### src/rtl/conv_acc_if.sv
// conv_acc_if: term input, configuration, result output and status signals of conv_acc.
interface conv_acc_if #(
  parameter int OPC_LEN = 25,
  parameter int OUT_LEN = 16
);
  logic               i_valid;
  logic [OPC_LEN-1:0] i_pconv;
  logic               o_in_ready;
  logic [7:0]         i_cfg_terms;
  logic [4:0]         i_cfg_shift;
  logic               i_cfg_relu;
  logic               o_valid;
  logic [OUT_LEN-1:0] o_data;
  logic               i_ready;
  logic               o_busy;
  logic               o_drop;
  modport master (
    output i_valid, i_pconv, i_cfg_terms, i_cfg_shift, i_cfg_relu, i_ready,
    input  o_in_ready, o_valid, o_data, o_busy, o_drop
  );
  modport slave (
    input  i_valid, i_pconv, i_cfg_terms, i_cfg_shift, i_cfg_relu, i_ready,
    output o_in_ready, o_valid, o_data, o_busy, o_drop
  );
endinterface

### src/rtl/conv_acc.sv
// conv_acc: accumulates N signed partial-convolution terms, rounds, shifts, applies ReLU,
// saturates and queues each result in a 2-deep in-order output FIFO.
module conv_acc #(
  parameter int OPC_LEN = 25,
  parameter int ACC_LEN = 32,
  parameter int OUT_LEN = 16
) (
  input logic       clk,
  input logic       rst,
  conv_acc_if.slave bus
);
  typedef enum logic [1:0] {IDLE, ACC, RND} state_t;
  localparam logic signed [ACC_LEN:0] SAT_MAX = {{(ACC_LEN-OUT_LEN+2){1'b0}}, {(OUT_LEN-1){1'b1}}};
  localparam logic signed [ACC_LEN:0] SAT_MIN = ~SAT_MAX;
  state_t                    r_state, w_next;
  logic [ACC_LEN-1:0]        r_acc;
  logic [7:0]                r_cnt, r_terms;
  logic [4:0]                r_shift;
  logic                      r_relu;
  logic [OUT_LEN-1:0]        r_mem [2];
  logic                      r_wr, r_rd, r_drop;
  logic [1:0]                r_count;
  logic                      w_in_ready, w_take, w_push, w_pop;
  logic [7:0]                w_terms_in, w_cnt_inc;
  logic [ACC_LEN-1:0]        w_ext;
  logic signed [ACC_LEN:0]   w_rnd, w_sum, w_shr, w_relu;
  logic [OUT_LEN-1:0]        w_res;
  assign w_terms_in = bus.i_cfg_terms == 8'd0 ? 8'd1 : bus.i_cfg_terms;
  assign w_cnt_inc  = r_cnt + 8'd1;
  assign w_take     = bus.i_valid && w_in_ready;
  assign w_push     = r_state == RND;
  assign w_pop      = r_count != 2'd0 && bus.i_ready;
  assign w_ext      = {{(ACC_LEN-OPC_LEN){bus.i_pconv[OPC_LEN-1]}}, bus.i_pconv};
  always_ff @(posedge clk)
    if (rst) r_state <= IDLE;
    else r_state <= w_next;
  always_comb begin
    w_next         = r_state;
    w_in_ready     = r_state != RND && r_count != 2'd2;
    bus.o_in_ready = w_in_ready;
    bus.o_busy     = r_state != IDLE;
    if (r_state == IDLE && w_take) w_next = w_terms_in <= 8'd1 ? RND : ACC;
    else if (r_state == ACC && w_take && w_cnt_inc == r_terms) w_next = RND;
    else if (r_state == RND) w_next = IDLE;
  end
  always_ff @(posedge clk)
    if (rst) begin
      r_acc   <= '0;
      r_cnt   <= '0;
      r_terms <= 8'd1;
      r_shift <= '0;
      r_relu  <= 1'b0;
    end else if (w_take && r_state == IDLE) begin
      r_acc   <= w_ext;
      r_cnt   <= 8'd1;
      r_terms <= w_terms_in;
      r_shift <= bus.i_cfg_shift;
      r_relu  <= bus.i_cfg_relu;
    end else if (w_take && r_state == ACC) begin
      r_acc <= r_acc + w_ext;
      r_cnt <= w_cnt_inc;
    end
  // one extra bit keeps the rounding add exact before the shift
  assign w_rnd  = r_shift == 5'd0 ? '0 : (ACC_LEN+1)'(1) << (r_shift - 5'd1);
  assign w_sum  = $signed({r_acc[ACC_LEN-1], r_acc}) + w_rnd;
  assign w_shr  = w_sum >>> r_shift;
  assign w_relu = (r_relu && w_shr[ACC_LEN]) ? '0 : w_shr;
  assign w_res  = w_relu > SAT_MAX ? SAT_MAX[OUT_LEN-1:0] :
                  w_relu < SAT_MIN ? SAT_MIN[OUT_LEN-1:0] : w_relu[OUT_LEN-1:0];
  always_ff @(posedge clk)
    if (rst) begin
      r_mem   <= '{default: '0};
      r_wr    <= 1'b0;
      r_rd    <= 1'b0;
      r_count <= '0;
      r_drop  <= 1'b0;
    end else begin
      if (w_push) r_mem[r_wr] <= w_res;
      r_wr    <= r_wr ^ w_push;
      r_rd    <= r_rd ^ w_pop;
      r_count <= r_count + {1'b0, w_push} - {1'b0, w_pop};
      r_drop  <= r_drop | (bus.i_valid && !w_in_ready);
    end
  assign bus.o_valid = r_count != 2'd0;
  assign bus.o_data  = r_mem[r_rd];
  assign bus.o_drop  = r_drop;
endmodule

### src/flat_wrapper.sv
// flat-port wrapper written by rule: the top's interface ports become plain ports
module conv_acc_flat 
#(
  parameter int OPC_LEN = 25,
  parameter int ACC_LEN = 32,
  parameter int OUT_LEN = 16
)
  (clk, rst, bus_i_valid, bus_i_pconv, bus_i_cfg_terms, bus_i_cfg_shift, bus_i_cfg_relu, bus_i_ready, bus_o_in_ready, bus_o_valid, bus_o_data, bus_o_busy, bus_o_drop);
  conv_acc_if #(.OPC_LEN(OPC_LEN), .OUT_LEN(OUT_LEN)) bus_i ();
  input logic clk;
  input logic rst;
  input wire logic [$bits(bus_i.i_valid)-1:0] bus_i_valid;
  input wire logic [$bits(bus_i.i_pconv)-1:0] bus_i_pconv;
  input wire logic [$bits(bus_i.i_cfg_terms)-1:0] bus_i_cfg_terms;
  input wire logic [$bits(bus_i.i_cfg_shift)-1:0] bus_i_cfg_shift;
  input wire logic [$bits(bus_i.i_cfg_relu)-1:0] bus_i_cfg_relu;
  input wire logic [$bits(bus_i.i_ready)-1:0] bus_i_ready;
  output wire logic [$bits(bus_i.o_in_ready)-1:0] bus_o_in_ready;
  output wire logic [$bits(bus_i.o_valid)-1:0] bus_o_valid;
  output wire logic [$bits(bus_i.o_data)-1:0] bus_o_data;
  output wire logic [$bits(bus_i.o_busy)-1:0] bus_o_busy;
  output wire logic [$bits(bus_i.o_drop)-1:0] bus_o_drop;
  assign bus_i.i_valid = bus_i_valid;
  assign bus_i.i_pconv = bus_i_pconv;
  assign bus_i.i_cfg_terms = bus_i_cfg_terms;
  assign bus_i.i_cfg_shift = bus_i_cfg_shift;
  assign bus_i.i_cfg_relu = bus_i_cfg_relu;
  assign bus_i.i_ready = bus_i_ready;
  assign bus_o_in_ready = bus_i.o_in_ready;
  assign bus_o_valid = bus_i.o_valid;
  assign bus_o_data = bus_i.o_data;
  assign bus_o_busy = bus_i.o_busy;
  assign bus_o_drop = bus_i.o_drop;
  conv_acc #(.OPC_LEN(OPC_LEN), .ACC_LEN(ACC_LEN), .OUT_LEN(OUT_LEN)) u_core (.clk(clk), .rst(rst), .bus(bus_i));
endmodule
### config.mk
export PLATFORM = sky130hd
export DESIGN_NAME = conv_acc_flat
export DESIGN_NICKNAME = d
export VERILOG_FILES = /design/src/rtl/conv_acc_if.sv /design/src/rtl/conv_acc.sv /design/src/flat_wrapper.sv
export SDC_FILE = /design/constraint.sdc
export NUM_CORES = 1
export LEC_CHECK = 0
export CAP_MARGIN = 20
export CORE_ASPECT_RATIO = 0.8
export CORE_MARGIN = 4
export CORE_UTILIZATION = 62
export DETAILED_ROUTE_END_ITERATION = 12
export GPL_TIMING_DRIVEN = 0
export PLACE_DENSITY_LB_ADDON = 0.05
export SYNTH_ARGS = -nofsm -noshare
export SYNTH_HDL_FRONTEND = slang
export SYNTH_SLANG_ARGS = --single-unit
### constraint.sdc
create_clock -name clk -period 6.72 [get_ports clk]
set_input_delay 1.344 -clock clk [delete_from_list [all_inputs] [get_ports clk]]
set_output_delay 1.344 -clock clk [all_outputs]
set_load 0.02 [all_outputs]
==> results of run 1 <==
-- routing by layer --
metal,global-route usage,vias to the layer above,part of all wire
li1,-,5579,-
met1,0.528,5673,0.42
met2,0.576,761,0.42
met3,0.0959,129,0.13
met4,0.138,0,0.033
met5,0,-,0
-- power by group through the flow --
stage | registers (mW) | logic [mW] | clock network, mW
finish | 0.722 | 2.06 | 0.531
global route | 0.728 | 2.21 | 0.553
CTS | 0.713 | 1.95 | 0.533
detailed placement | 0.720 | 1.92 | 0
global placement | 0.718 | 1.89 | 0
floorplan | 0.692 | 1.41 | 0
-- registers in the layout (all words and copies together), names as in the netlist, 2 cells and up --
name,cells
u_core.r_mem,32
u_core.r_terms,8
u_core.r_cnt,8
u_core.r_shift,5
u_core.r_count,2
u_core.r_state,2
u_core.r_acc,32
-- cells by family (layout without fill, tap and decap cells) --
| kind of cell | after synthesis | in the layout |
|---|---|---|
| AOI/OAI and AO/OA | 490 | 490 |
| xor gates and xnor gates | 58 | 58 |
| adders and majority gates | 70 | 70 |
| buffers and inverters | 124 | 201 |
| DFF | 93 | 93 |
| muxes | 71 | 71 |
| other | 1 | 1 |
| and+or+nand+nor | 543 | 543 |
-- per-stage QoR --
step,util,worst slack [ps],hold slack [ps]
after global routing,0.720,-104,505
after CTS,0.711,-4.82,478
after global placement,0.688,-1360,447
after detailed placement,0.688,-1320,459
after floorplan,-,894,439
final,0.720,73.5,477
-- worst max path at each step --
| stage | from | end |
|---|---|---|
| 2_1_floorplan | u_core.r_shift[2] | u_core.r_mem[20] |
| 3_3_place_gp | u_core.r_shift[2] | u_core.r_mem[10] |
| 3_5_place_dp | u_core.r_shift[2] | u_core.r_mem[8] |
| 4_1_cts | u_core.r_shift[1] | u_core.r_mem[21] |
| 5_1_grt | u_core.r_shift[2] | u_core.r_mem[16] |
| 6_report | u_core.r_shift[2] | u_core.r_mem[16] |
-- synthesized netlist by cell type (all sizes together), types with 12 or more instances --
library cell	number	share of area
nor2	180	0.064
mux2i	42	0.040
nor4	13	0.0083
nor2b	13	0.0077
o211ai	53	0.042
a21o	23	0.016
or3	14	0.0092
a31oi	16	0.0095
ha	68	0.080
nand2b	14	0.0083
nor3	24	0.011
and3	14	0.0083
inv	25	0.0089
o21a	12	0.0085
clkbuf	63	0.022
a311oi	12	0.0099
xnor2	41	0.034
nand2	167	0.059
nand3	32	0.015
a21oi	125	0.063
or2	14	0.0083
mux2	24	0.026
a211oi	58	0.041
and2	22	0.013
dfxtp	93	0.18
o21ai	71	0.034
xor2	17	0.014
buf	33	0.017
nand4	14	0.0089
-- critical path: cells and delay by family, from the launching register on --
| family | cells | cell delay, ps |
|---|---|---|
| buffers and inverters | 8 | 1650 |
| adders and majority gates | 1 | 290 |
| DFF | 1 | 450 |
| AOI/OAI and AO/OA | 10 | 2500 |
| and+or+nand+nor | 7 | 1680 |
-- final cells by class --
cell class / instances / area [sq um]
inverter: 28 / 109
buffer: 90 / 418
timing repair buffer: 67 / 658
multi-input combinational: 1233 / 8370
clock inverter: 7 / 80.1
clock buffer: 9 / 225
fill: 1407 / 4660
sequential: 93 / 1870
tap: 220 / 275
-- repair_timing --
item	4_1_cts	5_1_grt
pin swaps	2	4
gates cloned	0	0
setup buffers	1	4
setup endpoints to repair	30	30
resized for setup	28	38
hold buffers	0	0
==> qor.txt, run 1 <==
POWER AND IR DROP
--------------------------------------------------------------------------------------------
Flop pwr share ................................................................        0.218
Internal power of the cells ...................................................      1.67 mW
Total design power ............................................................      3.31 mW
Clock network fraction of design power ........................................        0.160
Net switching share of the total power ........................................        0.496
Total power density per cell area .............................................  276 nW/um^2
Fraction of power consumed by combinational cells .............................        0.622
VDD IR-drop max ...............................................................     0.198 mV
Switch Pwr ....................................................................      1.64 mW
Leakage dissipation ...........................................................      4.82 nW

SETUP PATH
--------------------------------------------------------------------------------------------
Worst Setup End Kind ..........................................................         flop
Required time at the worst-slack endpoint .....................................      7010 ps
Reg-to-reg setup timing slack .................................................        70 ps
Worst Setup Start Kind ........................................................         flop
End of the worst register-to-register path .................................... u_core.r_mem[16]
Worst reg2reg path depth ......................................................           26
Reg-to-reg critical path startpoint ........................................... u_core.r_shift[2]
Critical path data arrival time ...............................................      6940 ps
Top fanout value on the critical path .........................................           10
Cell with the biggest individual delay on the critical path ...................      dfxtp_2
Start-to-end type of the worst setup path ..................................... flop to flop
Maximum single-stage delay on the critical path ...............................       450 ps

GLOBAL ROUTING
--------------------------------------------------------------------------------------------
Overall overflow remaining after global route .................................            0
Number of antenna violations at the first check in global routing .............            0
Maximum number of pins on one net before global-route repair ..................           20
Wire length of the first global-routing pass ..................................     60400 um
Total track usage .............................................................        0.382
Vias in the first global route ................................................        11722

FLOORPLANNING
--------------------------------------------------------------------------------------------
Core Area .....................................................................  16700 sq um
Die Span Y ....................................................................       125 um
Num ports .....................................................................           63
Die area ......................................................................  19200 sq um
Rows ..........................................................................           42
Width of the die ..............................................................       154 um
Initial Util ..................................................................        0.635

STA
--------------------------------------------------------------------------------------------
Clock period minus worst slack ................................................      6650 ps
Portion of the clock cycle consumed by the worst path in the final layout .....        0.989
Peak Freq .....................................................................      150 MHz
Setup repair after global routing missed its margin ...........................          yes
Transition time at the pin with the least slew margin .........................       941 ps
Max-slew headroom at the worst pin ............................................        0.371
Count of final max-slew check failures ........................................            0
Setup tns final ...............................................................         0 ps
Final hold viol count .........................................................            0
Setup violation total in the final timing report ..............................            0
Clock Skew ....................................................................      11.0 ps

HOLD PATH
--------------------------------------------------------------------------------------------
Min-Delay Path Depth ..........................................................            2
Hold Crit Class ............................................................... flop to flop
Startpoint of the worst hold path ............................................. u_core.r_mem[24]
Hold EP ....................................................................... u_core.r_mem[24]

SYNTHESIS
--------------------------------------------------------------------------------------------
Mux share of post-synthesis cell area .........................................       0.0760
Basic-gate share of the synthesized area counting and, or, nand and nor cells .        0.238
Number of distinct standard cells referenced by the synthesized netlist .......           91
Main combinational cell family by area after synthesis ........................ compound AO/OA/AOI/OAI gates
Share of the yosys chip area belonging to registers ...........................        0.176
Area share of xor/xnor cells in the synthesized design ........................       0.0481
Synthesis warning total .......................................................            0
Post-synthesis area per instance ..............................................   7.29 sq um
Net count after synthesis .....................................................         1563
Compound-gate portion of the synthesized area .................................        0.328
Instance count of the mapped netlist ..........................................         1450
Top_reg_cell synth ............................................................      dfxtp_1
Post-synthesis instance area ..................................................  10600 sq um
Proportion of synthesized flip-flops having asynchronous set or reset .........            0
Post-synthesis adder-cell area fraction .......................................       0.0843
Post-synth EDFFs ..............................................................            0
Number of register bits inferred by synthesis .................................           93

CLOCK TREE
--------------------------------------------------------------------------------------------
Clock tree buffer depth .......................................................            2
Clock root buffer .............................................................    clkbuf_16
Sinks on Clock Net ............................................................           93
Htree depth ...................................................................            3
Clock insertion delay at the later pin of the skew report .....................       360 ps
Number of clock buffers inserted by TritonCTS .................................            9
TritonCTS clock tree ..........................................................        built
CTS clk-pin slew, worst paths .................................................        80 ps

CELLS AND AREA
--------------------------------------------------------------------------------------------
Highest-count cells in the layout ignoring fill and taps ...................... nor2_1, nand2_1, a21oi_1
Total Nets Final ..............................................................         1635
Most frequent standard cell in the layout excluding fill and tap cells ........       nor2_1
Final design area excluding fillers ...........................................  12000 sq um
Syn-to-layout area delta ......................................................        13.5%
Number of antenna repair diodes ...............................................            0
Share of cells above drive strength 1 .........................................        0.111
Count of non-filler cells in the finished layout ..............................         1747

PLACED DESIGN
--------------------------------------------------------------------------------------------
Cell area after placement .....................................................  11500 sq um
Placed wire-length estimate after detailed placement ..........................     29200 um
Cell Count Post-Placement .....................................................         1732
Total of buffers placed on input and output ports .............................           62
Routability congestion estimate ...............................................         1.02

ROUTING
--------------------------------------------------------------------------------------------
Total vias in the final route .................................................        12142
Number of routed nets with antenna violations .................................            0
Post-route DRC ................................................................            0
Routed wire length ............................................................     38000 um
Iteration count of the initial detailed-routing pass ..........................            6
Via-to-Cell Ratio .............................................................         6.95
Initial DRC Count .............................................................         1467
Final routed wire length divided by cell count ................................      21.7 um

RUN
--------------------------------------------------------------------------------------------
# Max-Cap Violations ..........................................................            0

OUTCOME
--------------------------------------------------------------------------------------------
Result of the run ............................................................. finished, final reports clean

No activity file was read; power rests on OpenSTA's default activity.
==> inputs of run 2 (changes only) <==
MAX_ROUTING_LAYER = met4   (was unset)
==> qor.txt, run 2 (synthesized netlist as in run 1, its figures left out) <==
FLOORPLANNING
----------------------------------------------------------------------------------------
Num ports .................................................................           63   unchanged
Core Area .................................................................  16700 sq um   unchanged
Initial Util ..............................................................        0.635   unchanged
Die area ..................................................................  19200 sq um   unchanged
Width of the die ..........................................................       154 um   unchanged
Rows ......................................................................           42   unchanged
Die Span Y ................................................................       125 um   unchanged

CLOCK TREE
----------------------------------------------------------------------------------------
Clock root buffer .........................................................    clkbuf_16   unchanged
Hold buffers post-CTS .....................................................            0   unchanged
Number of clock buffers inserted by TritonCTS .............................            9   unchanged
Clock tree buffer depth ...................................................            2   unchanged
Sinks on Clock Net ........................................................           93   unchanged
CTS clk-pin slew, worst paths .............................................        80 ps   about the same
TritonCTS clock tree ......................................................        built   unchanged
Clock insertion delay at the later pin of the skew report .................       360 ps   about the same
Htree depth ...............................................................            3   unchanged

ROUTING
----------------------------------------------------------------------------------------
Routed wire length ........................................................     37900 um   was 38000 um
Iteration count of the initial detailed-routing pass ......................            9   was 6
Via-to-Cell Ratio .........................................................         7.03   was 6.95
Post-route DRC ............................................................            0   unchanged
Initial DRC Count .........................................................         1667   was 1467
Number of routed nets with antenna violations .............................            0   unchanged
Total vias in the final route .............................................        12282   was 12142
Final routed wire length divided by cell count ............................      21.7 um   about the same

SETUP PATH
----------------------------------------------------------------------------------------
Maximum single-stage delay on the critical path ...........................       610 ps   was 450 ps
Start-to-end type of the worst setup path ................................. flop to flop   unchanged
Worst Setup Start Kind ....................................................         flop   unchanged
Critical path data arrival time ...........................................      6920 ps   was 6940 ps
Reg-to-reg critical path startpoint ....................................... u_core.r_shift[1]   was u_core.r_shift[2]
Reg-to-reg setup timing slack .............................................        40 ps   was 70 ps
CP top delay family ....................................................... compound AO/OA/AOI/OAI gates   unchanged
End of the worst register-to-register path ................................ u_core.r_mem[25]   was u_core.r_mem[16]
Cell with the biggest individual delay on the critical path ...............     a221oi_1   was dfxtp_2
Top fanout value on the critical path .....................................           10   unchanged
Worst reg2reg path depth ..................................................           24   was 26
Worst path buffer plus inverter count .....................................            7   was 8
Worst path cell trace ..................................................... clkbuf_2 > clkbuf_2 > nand2_1 > clkbuf_1 > nor3_1 > ha_1 > o211ai_1 > o211ai_1 > nand4_1 > buf_4 > a31oi_1 > nor3b_1 > mux2_2 > a221oi_1 > and2_1 > a222oi_1 > a211oi_1 > a31oi_1 > o41ai_4 > buf_4 > or2_1 > buf_6 > buf_12 > o211ai_2
Worst Setup End Kind ......................................................         flop   unchanged
Timing startpoint of the critical path .................................... u_core.r_shift[1]   was u_core.r_shift[2]
Required time at the worst-slack endpoint .................................      6960 ps   was 7010 ps

CELLS AND AREA
----------------------------------------------------------------------------------------
Share of cells above drive strength 1 .....................................        0.112   was 0.111
Flip-flop and latch area ..................................................   1870 sq um   about the same
Fill count ................................................................         1381   was 1407
Final design area excluding fillers .......................................  12000 sq um   about the same
Number of antenna repair diodes ...........................................            0   unchanged
Most frequent standard cell in the layout excluding fill and tap cells ....       nor2_1   unchanged
Syn-to-layout area delta ..................................................        13.9%   was 13.5%
Highest-count cells in the layout ignoring fill and taps .................. nor2_1, nand2_1, a21oi_1   unchanged
Largest registers ......................................................... u_core.r_acc (32), u_core.r_mem (32)   unchanged
Total Nets Final ..........................................................         1635   unchanged
Multi-input gate area in the final layout .................................   8410 sq um   was 8370 sq um

GLOBAL ROUTING
----------------------------------------------------------------------------------------
Vias in the first global route ............................................        11438   was 11722
Number of antenna violations at the first check in global routing .........            0   unchanged
Maximum number of pins on one net before global-route repair ..............           20   unchanged
Wire length of the first global-routing pass ..............................     60100 um   was 60400 um
Overall overflow remaining after global route .............................            0   unchanged
Total track usage .........................................................        0.388   was 0.382

STA
----------------------------------------------------------------------------------------
Setup violation total in the final timing report ..........................            0   unchanged
Clock Skew ................................................................      15.7 ps   was 11.0 ps
Portion of the clock cycle consumed by the worst path in the final layout .        0.994   was 0.989
Hold Slack ................................................................       473 ps   was 477 ps
Peak Freq .................................................................      150 MHz   about the same
Setup tns final ...........................................................         0 ps   unchanged
Clock period minus worst slack ............................................      6680 ps   was 6650 ps
Max-slew headroom at the worst pin ........................................        0.322   was 0.371
Transition time at the pin with the least slew margin .....................      1010 ps   was 941 ps
Final hold viol count .....................................................            0   unchanged
Count of final max-slew check failures ....................................            0   unchanged

HOLD PATH
----------------------------------------------------------------------------------------
Min-Delay Path Depth ......................................................            2   unchanged
Startpoint of the worst hold path ......................................... u_core.r_terms[1]   was u_core.r_mem[24]
Hold Crit Class ........................................................... flop to flop   unchanged
Hold EP ................................................................... u_core.r_terms[1]   was u_core.r_mem[24]

OUTCOME
----------------------------------------------------------------------------------------
Result of the run ......................................................... finished, final reports clean   unchanged

PLACED DESIGN
----------------------------------------------------------------------------------------
Total of buffers placed on input and output ports .........................           62   unchanged
Routability congestion estimate ...........................................         1.07   was 1.02
Cell area after placement .................................................  11500 sq um   unchanged
Placed wire-length estimate after detailed placement ......................     29200 um   about the same

POWER AND IR DROP
----------------------------------------------------------------------------------------
VDD IR-drop max ...........................................................     0.238 mV   was 0.198 mV
Leakage dissipation .......................................................      4.83 nW   was 4.82 nW
Total design power ........................................................      3.30 mW   was 3.31 mW
Total power density per cell area .........................................  274 nW/um^2   was 276 nW/um^2

RUN
----------------------------------------------------------------------------------------
# Max-Cap Violations ......................................................            0   unchanged

run 2: cell types whose count changed in the layout (fill, tap and decap cells not counted), moves of 2 or more:
| cell | before | now |
|---|---|---|
| nor4_2 | 5 | 3 |
| a221oi_2 | 4 | 0 |
| a221oi_4 | 0 | 2 |
| a221oi_1 | 6 | 8 |
| nor2_2 | 0 | 2 |
| clkbuf_1 | 41 | 39 |
| nor2_1 | 179 | 177 |
run 2: worst register-to-register path, cell delays in order (launching register included):
cell,delay (ps)
dfxtp_2,470
clkbuf_2,320
clkbuf_2,330
nand2_1,110
clkbuf_1,360
nor3_1,340
ha_1,300
o211ai_1,160
o211ai_1,440
nand4_1,410
buf_4,270
a31oi_1,210
nor3b_1,120
mux2_2,280
a221oi_1,610
and2_1,220
a222oi_1,110
a211oi_1,340
a31oi_1,180
o41ai_4,290
buf_4,200
or2_1,140
buf_6,140
buf_12,140
o211ai_2,80
run 2: where the power goes:
group	total (mW)	switching, mW	internal [mW]	leakage (nW)
sequential	0.722	0.0893	0.632	0.762
combinational	2.06	1.28	0.776	3.92
clock	0.521	0.257	0.264	0.142
run 2: worst max-delay path by stage:
stage,end,cells past startpoint,slack (ps)
finish,u_core.r_mem[25],24,40
global route,u_core.r_mem[16],21,-30
CTS,u_core.r_mem[16],25,20
detailed placement,u_core.r_mem[12],23,-1310
global placement,u_core.r_mem[12],23,-1330
floorplan,u_core.r_mem[20],24,890
run 2: metal layers:
metal / wire length (um) / vias to the layer above / GRT usage / share of wire
li1: - / 5586 / - / -
met1: 16200 / 5768 / 0.533 / 0.43
met2: 16300 / 807 / 0.573 / 0.43
met3: 4350 / 121 / 0.0865 / 0.11
met4: 1010 / 0 / 0.111 / 0.027
met5: 0 / - / - / 0
run 2: what timing repair did:
item                                    CTS  global route
setup buffers                             1             5
endpoints found under the setup margin   30            30
pin swaps                                 2             4
resized for setup                        34            38
endpoints found under the hold margin     0             0
run 2: stage by stage:
step / std cells / worst slack [ps] / util
6_report: 1747 / 37.2 / 0.723
2_1_floorplan: 1450 / 894 / -
3_5_place_dp: 1732 / -1310 / 0.688
5_1_grt: 1747 / -34.9 / 0.723
3_3_place_gp: 1732 / -1330 / 0.688
4_1_cts: 1745 / 18.9 / 0.712
run 2: area by class of cell:
type	count	area share
plain buffers	89	0.0345
clock buffers	9	0.0187
clock inverters	7	0.00654
inverters	28	0.00883
multi-input cells	1233	0.698
flip-flops and latches	93	0.155
well taps	220	0.0229
repair buffers	68	0.0553
==> inputs of run 3 (changes only) <==
CORE_MARGIN = unset   (was 4)
GPL_ROUTABILITY_DRIVEN = 0   (was unset)
==> qor.txt, run 3 (synthesized netlist as in run 1, its figures left out) <==
OUTCOME
----------------------------------------------------------------------------------------
Result of the run ......................................................... complete, but fails checks   was finished, final reports clean
Failing checks ............................................................ setup timing

HOLD PATH
----------------------------------------------------------------------------------------
Hold Crit Class ........................................................... flop to flop   unchanged
Startpoint of the worst hold path ......................................... u_core.bus.o_drop   was u_core.r_terms[1]
Hold EP ................................................................... u_core.bus.o_drop   was u_core.r_terms[1]
Min-Delay Path Depth ......................................................            2   unchanged

POWER AND IR DROP
----------------------------------------------------------------------------------------
VDD IR-drop max ...........................................................     0.249 mV   was 0.238 mV
Fraction of power consumed by combinational cells .........................        0.617   was 0.624
Internal power of the cells ...............................................      1.66 mW   was 1.67 mW
Leakage dissipation .......................................................      4.79 nW   was 4.83 nW
Net switching share of the total power ....................................        0.491   was 0.493
Total power density per cell area .........................................  273 nW/um^2   was 274 nW/um^2
Flop pwr share ............................................................        0.222   was 0.219
Clock network fraction of design power ....................................        0.161   was 0.158
Switch Pwr ................................................................      1.60 mW   was 1.63 mW

FLOORPLANNING
----------------------------------------------------------------------------------------
Core Area .................................................................  16600 sq um   was 16700 sq um
Width of the die ..........................................................       148 um   was 154 um
Initial Util ..............................................................        0.637   was 0.635
Rows ......................................................................           42   unchanged
Die area ..................................................................  17600 sq um   was 19200 sq um
Num ports .................................................................           63   unchanged
Die Span Y ................................................................       119 um   was 125 um

SETUP PATH
----------------------------------------------------------------------------------------
Worst path buffer plus inverter count .....................................            4   was 7
Worst path cell trace ..................................................... clkbuf_2 > clkbuf_2 > nand2_1 > clkbuf_1 > nor3_1 > ha_1 > o211ai_1 > o211ai_1 > nand4_1 > buf_4 > a311o_1 > a21oi_1 > o22ai_1 > a221oi_1 > o22ai_1 > a31oi_1 > o2111ai_1 > or3_1 > o31ai_2 > a21oi_2 > o211ai_1   was clkbuf_2 > clkbuf_2 > nand2_1 > clkbuf_1 > nor3_1 > ha_1 > o211ai_1 > o211ai_1 > nand4_1 > buf_4 > a31oi_1 > nor3b_1 > mux2_2 > a221oi_1 > and2_1 > a222oi_1 > a211oi_1 > a31oi_1 > o41ai_4 > buf_4 > or2_1 > buf_6 > buf_12 > o211ai_2
Maximum single-stage delay on the critical path ...........................       480 ps   was 610 ps
Cell with the biggest individual delay on the critical path ...............      dfxtp_2   was a221oi_1
CP top delay family ....................................................... compound AO/OA/AOI/OAI gates   unchanged
Worst Setup End Kind ......................................................         flop   unchanged
Reg-to-reg setup timing slack .............................................       -30 ps   was 40 ps
Top fanout value on the critical path .....................................           10   unchanged
Worst reg2reg path depth ..................................................           21   was 24
Start-to-end type of the worst setup path ................................. flop to flop   unchanged
Critical path data arrival time ...........................................      7030 ps   was 6920 ps
Reg-to-reg critical path startpoint ....................................... u_core.r_shift[1]   unchanged
Critical Path Most Common Cell ............................................     o211ai_1
Required time at the worst-slack endpoint .................................      7000 ps   was 6960 ps
Worst Setup Start Kind ....................................................         flop   unchanged
End of the worst register-to-register path ................................ u_core.r_mem[18]   was u_core.r_mem[25]

STA
----------------------------------------------------------------------------------------
Transition time at the pin with the least slew margin .....................      1140 ps   was 1010 ps
Final hold viol count .....................................................            0   unchanged
Max-slew headroom at the worst pin ........................................        0.235   was 0.322
Peak Freq .................................................................      148 MHz   was 150 MHz
Hold Slack ................................................................       458 ps   was 473 ps
Portion of the clock cycle consumed by the worst path in the final layout .         1.00   was 0.994
Clock Skew ................................................................      15.9 ps   was 15.7 ps
Setup repair after global routing missed its margin .......................          yes
Count of final max-slew check failures ....................................            0   unchanged
Setup tns final ...........................................................     -61.6 ps   was 0 ps
Final worst slack .........................................................     -28.0 ps   was 37.2 ps
Setup violation total in the final timing report ..........................            3   was 0
Clock period minus worst slack ............................................      6750 ps   was 6680 ps

GLOBAL ROUTING
----------------------------------------------------------------------------------------
Number of antenna violations at the first check in global routing .........            0   unchanged
Total track usage .........................................................        0.413   was 0.388
Maximum number of pins on one net before global-route repair ..............           20   unchanged
Wire length of the first global-routing pass ..............................     56800 um   was 60100 um
Overall overflow remaining after global route .............................            0   unchanged
Vias in the first global route ............................................        11222   was 11438

PLACED DESIGN
----------------------------------------------------------------------------------------
Worst setup slack before clock tree synthesis .............................     -1060 ps   was -1310 ps
Total of buffers placed on input and output ports .........................           62   unchanged
Placed wire-length estimate after detailed placement ......................     27400 um   was 29200 um
Cell area after placement .................................................  11500 sq um   unchanged

RUN
----------------------------------------------------------------------------------------
# Max-Cap Violations ......................................................            0   unchanged

CELLS AND AREA
----------------------------------------------------------------------------------------
Fill count ................................................................         1439   was 1381
Highest-count cells in the layout ignoring fill and taps .................. nor2_1, nand2_1, a21oi_1   unchanged
Share of cells above drive strength 1 .....................................        0.102   was 0.112
Most frequent standard cell in the layout excluding fill and tap cells ....       nor2_1   unchanged
Number of antenna repair diodes ...........................................            0   unchanged
Multi-input gate area in the final layout .................................   8310 sq um   was 8410 sq um
Largest registers ......................................................... u_core.r_acc (32), u_core.r_mem (32)   unchanged
Syn-to-layout area delta ..................................................        12.8%   was 13.9%
Total Nets Final ..........................................................         1632   was 1635
Final design area excluding fillers .......................................  11900 sq um   was 12000 sq um
Flip-flop and latch area ..................................................   1860 sq um   was 1870 sq um

CLOCK TREE
----------------------------------------------------------------------------------------
Clock root buffer .........................................................    clkbuf_16   unchanged
Number of clock buffers inserted by TritonCTS .............................            9   unchanged
Sinks on Clock Net ........................................................           93   unchanged
CTS clk-pin slew, worst paths .............................................        80 ps   about the same
Clock tree buffer depth ...................................................            2   unchanged
Hold buffers post-CTS .....................................................            0   unchanged
TritonCTS clock tree ......................................................        built   unchanged
Htree depth ...............................................................            3   unchanged
Clock insertion delay at the later pin of the skew report .................       360 ps   about the same

ROUTING
----------------------------------------------------------------------------------------
Total vias in the final route .............................................        12178   was 12282
Detailed-route wire length on metal 1 .....................................     15200 um   was 16200 um
Routed wire length ........................................................     35700 um   was 37900 um
Amount of wire on met3 after detailed routing .............................      4360 um   was 4350 um
Met2 Wirelength ...........................................................     14800 um   was 16300 um
Highest metal layer used by the detailed router ...........................         met4   unchanged
Initial DRC Count .........................................................         1912   was 1667
Via-to-Cell Ratio .........................................................         6.98   was 7.03
Number of routed nets with antenna violations .............................            0   unchanged
Iteration count of the initial detailed-routing pass ......................            8   was 9
Post-route DRC ............................................................            0   unchanged
Final routed wire length divided by cell count ............................      20.5 um   was 21.7 um

[run 3: cell count changes in the layout (fill, tap and decap cells not counted), sizes merged]
cell	before	now
buf	37	33
clkbuf	67	68
clkinv	5	4
clkinvlp	2	3
[run 3: metal layers]
metal | track usage | vias up
met5 | - | -
met1 | 0.554 | 5664
met3 | 0.0892 | 153
met2 | 0.606 | 788
li1 | - | 5573
met4 | 0.148 | 0
[run 3: area by class of cell]
class                           count  share of cell area
Clock inverter                      7             0.00661
Multi-Input combinational cell   1233               0.697
Timing Repair Buffer               65              0.0540
Inverter                           28             0.00913
Clock buffer                        9              0.0189
Buffer                             89              0.0347
Sequential cell                    93               0.156
Tap cell                          220              0.0231
[run 3: power by group through the flow]
stage          registers (mW)  logic [mW]  clock network, mW
2_1_floorplan           0.692        1.41                  0
3_3_place_gp            0.720        1.86                  0
3_5_place_dp            0.723        1.89                  0
4_1_cts                 0.713        1.91              0.526
5_1_grt                 0.728        2.15              0.543
6_report                0.723        2.01              0.522
[run 3: worst max-delay path by stage]
stage / startpoint / to / cells after the start
after floorplan: u_core.r_shift[2] / u_core.r_mem[20] / 24
after global placement: u_core.r_shift[2] / u_core.r_mem[10] / 23
after detailed placement: u_core.r_shift[2] / u_core.r_mem[4] / 23
after CTS: u_core.r_shift[4] / u_core.r_mem[12] / 23
after global routing: u_core.r_shift[2] / u_core.r_mem[19] / 22
final: u_core.r_shift[1] / u_core.r_mem[18] / 21
[run 3: stage by stage]
stage          power [mW]  instances  utilization
2_1_floorplan        2.10       1450            -
3_3_place_gp         2.58       1732        0.690
3_5_place_dp         2.61       1732        0.690
4_1_cts              3.15       1748        0.712
5_1_grt              3.42       1744        0.718
6_report             3.25       1744        0.718
[run 3: what timing repair did]
item                                    in CTS  in global routing
gates cloned                                 0                  0
setup buffers                                1                  2
gates resized for setup                     20                 38
pin swaps                                    2                  3
endpoints found under the setup margin      30                 30
[run 3: worst min-delay path, stage by stage (launching register included)]
cell     delay [ps]
dfxtp_1         310
inv_1            50
a21oi_1          50
